**config.mk**
```make
export PLATFORM = sky130hd
export DESIGN_NAME = jump_charge_ctl
export DESIGN_NICKNAME = d
export VERILOG_FILES = /design/src/rtl/jump_pkg.sv /design/src/rtl/charge_timer.sv /design/src/rtl/jump_charge_ctl.sv
export SDC_FILE = /design/constraint.sdc
export NUM_CORES = 1
export LEC_CHECK = 0
export BUFFER_PORTS_ARGS = -buffer_cell sky130_fd_sc_hd__buf_4
export CAP_MARGIN = 0
export CORE_MARGIN = 8
export CORE_UTILIZATION = 54
export DETAILED_ROUTE_END_ITERATION = 6
export GPL_TIMING_DRIVEN = 0
export PLACE_DENSITY = 0.74
export SYNTH_ARGS = -nofsm -noshare
export SYNTH_HDL_FRONTEND = slang
export SYNTH_SLANG_ARGS = --single-unit
```
**constraint.sdc**
```tcl
create_clock -name clk -period 2.3 [get_ports clk]
set_input_delay 0.23 -clock clk [delete_from_list [all_inputs] [get_ports clk]]
set_output_delay 0.23 -clock clk [all_outputs]
set_load 0.02 [all_outputs]
```
**src/rtl/jump_pkg.sv**
```systemverilog
// rtl/jump_pkg.sv - shared types and defaults for the jump charge controller
package jump_pkg;

  typedef enum logic [1:0] {
    NONE  = 2'd0,
    LEFT  = 2'd1,
    RIGHT = 2'd2
  } dir_t;

  typedef enum logic [1:0] {
    IDLE,
    CHARGE,
    LAUNCH,
    AIRBORNE
  } state_t;

  localparam int TICK_DIV_DEF   = 500_000;
  localparam int CHARGE_MAX_DEF = 31;

  // Exactly one of left/right pressed gives that direction; both or neither give NONE.
  function automatic dir_t resolve_dir(input logic left, input logic right);
    if (left && !right) begin
      return LEFT;
    end else if (right && !left) begin
      return RIGHT;
    end else begin
      return NONE;
    end
  endfunction

endpackage

```
**src/rtl/charge_timer.sv**
```systemverilog
// rtl/charge_timer.sv - tick prescaler feeding a saturating charge counter
module charge_timer #(
  parameter int TICK_DIV   = 4,
  parameter int CHARGE_MAX = 7,
  parameter int CHARGE_W   = 5
) (
  input  logic                clk,
  input  logic                rst,
  input  logic                clear,
  input  logic                enable,
  output logic [CHARGE_W-1:0] level,
  output logic                saturated,
  output logic                saturating
);

  localparam int TW = (TICK_DIV > 1) ? $clog2(TICK_DIV) : 1;
  localparam logic [TW-1:0]       TICK_LAST = TW'(TICK_DIV - 1);
  localparam logic [TW-1:0]       TICK_ONE  = TW'(1);
  localparam logic [CHARGE_W-1:0] LVL_MAX   = CHARGE_W'(CHARGE_MAX);
  localparam logic [CHARGE_W-1:0] LVL_PRE   = CHARGE_W'(CHARGE_MAX - 1);
  localparam logic [CHARGE_W-1:0] LVL_ONE   = CHARGE_W'(1);

  logic [TW-1:0] tick;
  logic          wrap;

  assign wrap       = enable && (tick == TICK_LAST);
  assign saturated  = (level == LVL_MAX);
  // High on the enabled edge that will carry the level up to its maximum.
  assign saturating = wrap && (level == LVL_PRE);

  // Prescaler wraps every TICK_DIV enabled cycles and bumps the level until it saturates.
  always_ff @(posedge clk or posedge rst) begin
    if (rst) begin
      tick  <= '0;
      level <= '0;
    end else if (clear) begin
      tick  <= '0;
      level <= '0;
    end else if (enable) begin
      if (wrap) begin
        tick <= '0;
        if (!saturated) begin
          level <= level + LVL_ONE;
        end
      end else begin
        tick <= tick + TICK_ONE;
      end
    end
  end

endmodule

```
**src/rtl/jump_charge_ctl.sv**
```systemverilog
// rtl/jump_charge_ctl.sv - key-level to handshaked jump command sequencer
module jump_charge_ctl
  import jump_pkg::*;
#(
  parameter int TICK_DIV   = TICK_DIV_DEF,
  parameter int CHARGE_MAX = CHARGE_MAX_DEF,
  parameter int CHARGE_W   = 5
) (
  input  logic                clk,
  input  logic                rst,
  input  logic                key_space,
  input  logic                key_left,
  input  logic                key_right,
  input  logic                on_ground,
  output logic                jump_valid,
  input  logic                jump_ready,
  output logic [CHARGE_W-1:0] jump_power,
  output logic [1:0]          jump_dir,
  output logic [1:0]          walk_dir,
  output logic                charging,
  output logic [CHARGE_W-1:0] charge_level
);

  localparam logic [CHARGE_W-1:0] POWER_MIN = CHARGE_W'(1);
  localparam logic [CHARGE_W-1:0] POWER_MAX = CHARGE_W'(CHARGE_MAX);

  state_t state;
  logic   seen_air;
  logic   armed;
  dir_t   key_dir;
  logic   handshake;
  logic   timer_clear;
  logic   timer_enable;
  logic   level_sat;
  logic   level_saturating;
  logic   charge_full;

  assign key_dir     = resolve_dir(key_left, key_right);
  assign handshake   = (state == LAUNCH) && jump_ready;
  assign charge_full = level_saturating || level_sat;

  // The timer only runs while the charge is actually continuing, so a release
  // edge freezes the level that was latched as power.
  assign timer_enable = (state == CHARGE) && on_ground && key_space;
  assign timer_clear  = ((state == IDLE) && on_ground && key_space && armed)
                     || ((state == CHARGE) && !on_ground)
                     || handshake;

  charge_timer #(
    .TICK_DIV   (TICK_DIV),
    .CHARGE_MAX (CHARGE_MAX),
    .CHARGE_W   (CHARGE_W)
  ) u_charge_timer (
    .clk        (clk),
    .rst        (rst),
    .clear      (timer_clear),
    .enable     (timer_enable),
    .level      (charge_level),
    .saturated  (level_sat),
    .saturating (level_saturating)
  );

  // Jump state machine with registered command, walk and charging outputs.
  always_ff @(posedge clk or posedge rst) begin
    if (rst) begin
      state      <= AIRBORNE;
      seen_air   <= 1'b1;
      armed      <= 1'b0;
      jump_valid <= 1'b0;
      jump_power <= '0;
      jump_dir   <= NONE;
      walk_dir   <= NONE;
      charging   <= 1'b0;
    end else begin
      if (!key_space) begin
        armed <= 1'b1;
      end
      if (!on_ground && (state != LAUNCH)) begin
        seen_air <= 1'b1;
      end
      case (state)
        IDLE: begin
          if (!on_ground) begin
            state    <= AIRBORNE;
            walk_dir <= NONE;
          end else if (key_space && armed) begin
            state    <= CHARGE;
            charging <= 1'b1;
            walk_dir <= NONE;
          end else begin
            walk_dir <= key_dir;
          end
        end
        CHARGE: begin
          if (!on_ground) begin
            state    <= AIRBORNE;
            charging <= 1'b0;
          end else if (!key_space || charge_full) begin
            state      <= LAUNCH;
            charging   <= 1'b0;
            jump_valid <= 1'b1;
            jump_dir   <= key_dir;
            armed      <= 1'b0;
            if (!key_space) begin
              jump_power <= (charge_level == '0) ? POWER_MIN : charge_level;
            end else begin
              jump_power <= POWER_MAX;
            end
          end
        end
        LAUNCH: begin
          if (jump_ready) begin
            state      <= AIRBORNE;
            jump_valid <= 1'b0;
            seen_air   <= 1'b0;
          end
        end
        AIRBORNE: begin
          if (on_ground && seen_air) begin
            state    <= IDLE;
            walk_dir <= key_dir;
          end
        end
        default: begin
          state <= AIRBORNE;
        end
      endcase
    end
  end

endmodule

```
==> impl_metrics.tcl, run 1 <==
set metrics [dict create \
    fin_ws_ps 93.3 \
    clkLatencyLatePin_ps 280 \
    cts_tree "yes" \
    core_area_um2 4000 \
    dp_slack_ps -316 \
    holdWs_ps 107 \
    htree_levels 2 \
    p_sw_mw 0.861 \
    avgSynthCellArea_um2 9.75 \
    yosys-top-cells-area "dfrtp_1, ha_1, xor2_1" \
    synth_flop_cell "dfrtp_1" \
    crit_type "flop to flop" \
    max_stage_delay_ps 560 \
    regArea_um2 981 \
    dpl_cell_area_um2 2470 \
    via_per_inst 5.82 \
    ys_seq_elements 39 \
    die_x_um 80.4 \
    die_y_um 80.4 \
    cp-end-kind "flop" \
    yosys.area.top_type "dfrtp_1" \
    critPathArrivalTime_ps 2410 \
    clockRootBuffer "clkbuf_8" \
    synthDistinctLibCells 49 \
    drt-wirelength-per-cell_um 14.8 \
    p_leak_nw 1.17 \
    fin_crit_sh_pct 95.9 \
    nFillCells 345 \
    tns_ps 0 \
    vdd_drop_max_v 0.000683 \
    start_util_pct 56.1 \
    io_buffer_count 22 \
    dieArea_um2 6470 \
    setup_viol 0 \
    pwr-share-clk_pct 18.6 \
    antenna_left 0 \
    fin_total_pwr_mw 2.31 \
    synth-edff-count 0 \
    ff2ff_path_depth 6 \
    synth.cell_area_um2 2240 \
    drt_pre_antenna_iters 5 \
    period_needed_ps 2210 \
    drv_cap 0 \
    final_nets 280 \
    final_cells 314 \
    finalWeightedCongestion 0.851 \
    vias 1826 \
    synth-async-reset-ratio_pct 100 \
    critPathLaunchType "flop" \
    netSwitchingFraction_pct 37.3 \
    cp.required_ps 2500 \
    p_seq_share_pct 40.5 \
    syn_inst 230 \
    ys_warn_count 0 \
    status "finished, final reports clean" \
    grt_usage_pct 15.1 \
    crit_path_start "u_charge_timer.level[0]$_DFFE_PP0P_" \
    antenna_found_initial 0 \
    synth_nets 247 \
    r2r_start "u_charge_timer.level[0]$_DFFE_PP0P_" \
    internal_power_mw 1.44 \
    fmax_ghz 0.453 \
    clk_pin_slew_ps 70 \
    cp_cell_sequence "ha_1 > and3_1 > ha_1 > or4_4 > or3_1 > a21oi_1" \
    path_common_cell "ha_1" \
    mostFrequentLayoutCells "dfrtp_1, buf_4, nor2_1, nand2_1, a21oi_1" \
    tightest_slew_ps 812 \
    slowest_stage "or4_4" \
    final_common_cell "dfrtp_1" \
    synth_top_area_share_pct 40.2 \
    hold_path_class "input pin to asynchronous set/reset pin" \
    grt_first_pass_wirelength_mm 7.91 \
    grt_max_degree 40 \
    grt_overflow 0 \
    io_pins 23 \
    yosysSeqAreaShare_pct 43.7 \
    cts_buffers 5 \
    finalMaxSlewViolations 0 \
    p_per_area_nw_per_um2 885 \
    fin_util_pct 65.2 \
    numClockSinks 39 \
    dp.cells 302 \
    area_growth_syn_to_layout_pct 16.2 \
    grt_pass1_vias 1673 \
    cts-hold-fix-buffers 0 \
    slew_headroom_pct 45.8 \
    hold_viol 0 \
    drt_iter0_drc 121 \
    row_count 23 \
    combPwrFrac_pct 40.9 \
    clockBufferDepth 2 \
    antenna_cells 0 \
    drc_errors 0 \
    drive_above_1_share_pct 21.2 \
    multiInputGateArea_um2 1210 \
    drt_wl_total_mm 4.64 \
    worst-path-max-fanout 5 \
    place.detailed.hpwl_mm 3.31 \
    final_cell_area_um2 2610 \
    skew_ps 6.46 \
]
-- worst paths after layout --
path / endpoint / slack (ps)
setup / recovery: u_charge_timer.level[3]$_DFFE_PP0P_ / 90
hold / removal: u_charge_timer.tick[3]$_DFFE_PP0P_ / 110
setup reg to reg: u_charge_timer.level[3]$_DFFE_PP0P_ / 90
hold reg to reg: walk_dir[0]$_DFFE_PP0P_ / 480
max in group asynchronous: u_charge_timer.level[0]$_DFFE_PP0P_ / 1630
min in group clk: seen_air$_DFF_PP1_ / 180
-- critical path: cells and delay by family (launching register included) --
kind / cells / cell delay, ps
fa+ha+maj: 2 / 460
simple gates: 3 / 1090
compound gates: 1 / 150
flops: 1 / 430
-- per-layer routing --
metal | GRT usage (%) | share of wire, %
met4 | 5.64 | 0.47
met1 | 20.9 | 49
met2 | 22.4 | 46
met5 | 0 | 0
met3 | 3.35 | 5.0
-- logic make-up after synthesis --
logic type	after synthesis	share of synthesized area (%)
simple gates	99	26.6
compound gates	50	15.1
flops	39	43.7
buf+inv	18	3.46
xor+xnor	11	4.30
fa+ha+maj	10	5.58
mux	3	1.34
-- synthesized netlist by cell type (all sizes together) (4+ instances only) --
master / count
dfrtp: 36
nand2b: 4
or4: 5
nand2: 16
inv: 12
o21ai: 10
nand4: 10
o22a: 4
o31ai: 7
and3: 6
xor2: 10
nor4b: 4
ha: 10
nor2: 23
nand3: 11
a21oi: 12
-- flip-flops by register name (all words and copies together) (netlist names) --
register	cells
u_charge_timer.tick	19
jump_power	5
u_charge_timer.level	5
jump_dir	2
state	2
walk_dir	2
armed	1
charging	1
jump_valid	1
seen_air	1
-- power groups by stage --
stage               Combinational (mW)  Clock (mW)  Sequential (mW)
floorplan                        0.500           0             1.04
detailed placement               0.899           0            0.947
global placement                 0.881           0            0.944
global route                      1.04       0.476            0.952
CTS                              0.917       0.453            0.934
finish                           0.942       0.430            0.934
-- what timing repair did --
| action | CTS | global route |
|---|---|---|
| pin swaps | 1 | 1 |
| endpoints found under the setup margin | 16 | 19 |
| hold endpoints to repair | 0 | 0 |
| gates resized for setup | 1 | 9 |
| setup buffers | 1 | 3 |
| gates cloned | 0 | 0 |
-- layout make-up --
| class | instances | area share, % |
|---|---|---|
| Multi-Input combinational cell | 173 | 46.3 |
| Sequential cell | 39 | 37.6 |
| Timing Repair Buffer | 26 | 7.49 |
| Clock buffer | 8 | 3.07 |
| Tap cell | 50 | 2.40 |
| Inverter | 12 | 1.73 |
| Buffer | 6 | 1.34 |
Power figures use the tool's default switching activity.
==> run 2: changes to the inputs <==
--- a/config.mk
+++ b/config.mk
@@ -11,6 +11,7 @@
 export CORE_UTILIZATION = 54
 export DETAILED_ROUTE_END_ITERATION = 6
 export GPL_TIMING_DRIVEN = 0
+export MAX_ROUTING_LAYER = met4
 export PLACE_DENSITY = 0.74
 export SYNTH_ARGS = -nofsm -noshare
 export SYNTH_HDL_FRONTEND = slang
==> run 2 against run 1 <==
- clock power is essentially flat
- largest power group unchanged
- routed wire length shrank 0.32%
- utilization is the same
- power is essentially flat
- highest routed layer unchanged
- critical path type unchanged
- worst setup slack is essentially flat
- register-to-register slack is essentially flat
==> impl_metrics.tcl, run 2 (synthesis gave the netlist of run 1 again) <==
set metrics [dict create \
    status "finished, final reports clean" \
    largest_reg_flops 19 \
    cts_tree "yes" \
    vias 1830 \
    p_per_area_nw_per_um2 885 \
    numClockSinks 39 \
    critPathArrivalTime_ps 2410 \
    io_pins 23 \
    via_per_inst 5.83 \
    mostFrequentLayoutCells "dfrtp_1, buf_4, nor2_1, nand2_1, a21oi_1" \
    die_x_um 80.4 \
    drc_errors 0 \
    grt_max_degree 40 \
    cts_buffers 5 \
    drt-wirelength-per-cell_um 14.7 \
    antenna_found_initial 0 \
    cts-hold-fix-buffers 0 \
    final_nets 280 \
    htree_levels 2 \
    clk_pin_slew_ps 70 \
    grt_usage_pct 15.6 \
    die_y_um 80.4 \
    p_leak_nw 1.17 \
    regMostFlops "u_charge_timer.tick" \
    tightest_slew_ps 807 \
    fin_util_pct 65.2 \
    hold_viol 0 \
    holdWs_ps 105 \
    drt_iter0_drc 117 \
    core_area_um2 4000 \
    fmax_ghz 0.453 \
    setup_viol 0 \
    row_count 23 \
    antenna_left 0 \
    slew_headroom_pct 46.1 \
    cp-end-kind "flop" \
    clockBufferDepth 2 \
    clkLatencyLatePin_ps 280 \
    clockRootBuffer "clkbuf_8" \
    grt_pass1_vias 1672 \
    worst-path-max-fanout 5 \
    tns_ps 0 \
    top_regs "u_charge_timer.tick: 19 flops, jump_power: 5 flops, u_charge_timer.level: 5 flops" \
    drt_wl_total_mm 4.63 \
    hold_path_class "input pin to asynchronous set/reset pin" \
    fin_crit_sh_pct 96.0 \
    io_buffer_count 22 \
    drv_cap 0 \
    crit_type "flop to flop" \
    critPathLaunchType "flop" \
    vdd_drop_max_v 0.000684 \
    dieArea_um2 6470 \
    start_util_pct 56.1 \
    antenna_cells 0 \
    finalWeightedCongestion 0.864 \
    cp.required_ps 2500 \
    place.detailed.hpwl_mm 3.31 \
    final_common_cell "dfrtp_1" \
    drive_above_1_share_pct 21.2 \
    drt_pre_antenna_iters 4 \
    area_growth_syn_to_layout_pct 16.2 \
    grt_first_pass_wirelength_mm 7.92 \
    skew_ps 6.23 \
    period_needed_ps 2210 \
    finalMaxSlewViolations 0 \
    grt_overflow 0 \
]
run 2: report_power, final:
part	internal, mW	total [mW]	leakage, nW	switching (mW)
registers	0.840	0.935	0.508	0.0944
clock network	0.215	0.429	0.0395	0.214
logic	0.389	0.943	0.620	0.554
total	1.44	2.31	1.17	0.862
run 2: routing by layer:
layer | wire length, µm | global-route usage (%) | vias to the layer above
met4 | 49 | 5.64 | 0
met3 | 213 | 3.35 | 6
li1 | - | - | 911
met2 | 2100 | 22.4 | 41
met1 | 2260 | 20.9 | 872
met5 | 0 | - | -
run 2: final cells by class:
class / count / area (µm²)
Fill cell: 345 / 1390
Multi-Input combinational cell: 173 / 1210
Sequential cell: 39 / 981
Timing Repair Buffer: 26 / 195
Clock buffer: 8 / 80.1
Tap cell: 50 / 62.6
Inverter: 12 / 45.0
Buffer: 6 / 35.0
run 2: worst max-delay path: stages, from the launching register on:
cell and delay (ps):
dfrtp_2 430, ha_1 220, and3_1 180, ha_1 240
or4_4 560, or3_1 350, a21oi_1 150
run 2: through the flow:
step | total power, mW | cell area [µm²] | setup slack, ps | instances
6_report | 2.31 | 2610 | 93.0 | 314
5_1_grt | 2.46 | 2610 | -8.67 | 314
4_1_cts | 2.30 | 2560 | 16.9 | 311
3_5_place_dp | 1.85 | 2470 | -316 | 302
3_3_place_gp | 1.83 | 2470 | -288 | 302
2_1_floorplan | 1.54 | 2240 | 110 | 230
run 2: final timing paths:
path | slack (ps) | to | cells past startpoint | start
setup reg to reg | 90 | u_charge_timer.level[3]$_DFFE_PP0P_ | 6 | u_charge_timer.level[0]$_DFFE_PP0P_
hold / removal | 110 | u_charge_timer.tick[3]$_DFFE_PP0P_ | 2 | rst
max in group asynchronous | 1630 | u_charge_timer.level[0]$_DFFE_PP0P_ | 2 | rst
min in group clk | 180 | seen_air$_DFF_PP1_ | 4 | jump_ready
setup / recovery | 90 | u_charge_timer.level[3]$_DFFE_PP0P_ | 6 | u_charge_timer.level[0]$_DFFE_PP0P_
hold reg to reg | 480 | walk_dir[0]$_DFFE_PP0P_ | 2 | walk_dir[0]$_DFFE_PP0P_
run 2: repair_timing:
action | in CTS | in global routing
endpoints found under the hold margin | 0 | 0
endpoints found under the setup margin | 16 | 19
buffers inserted | 1 | 3
resized for setup | 1 | 9
pin swaps | 1 | 1
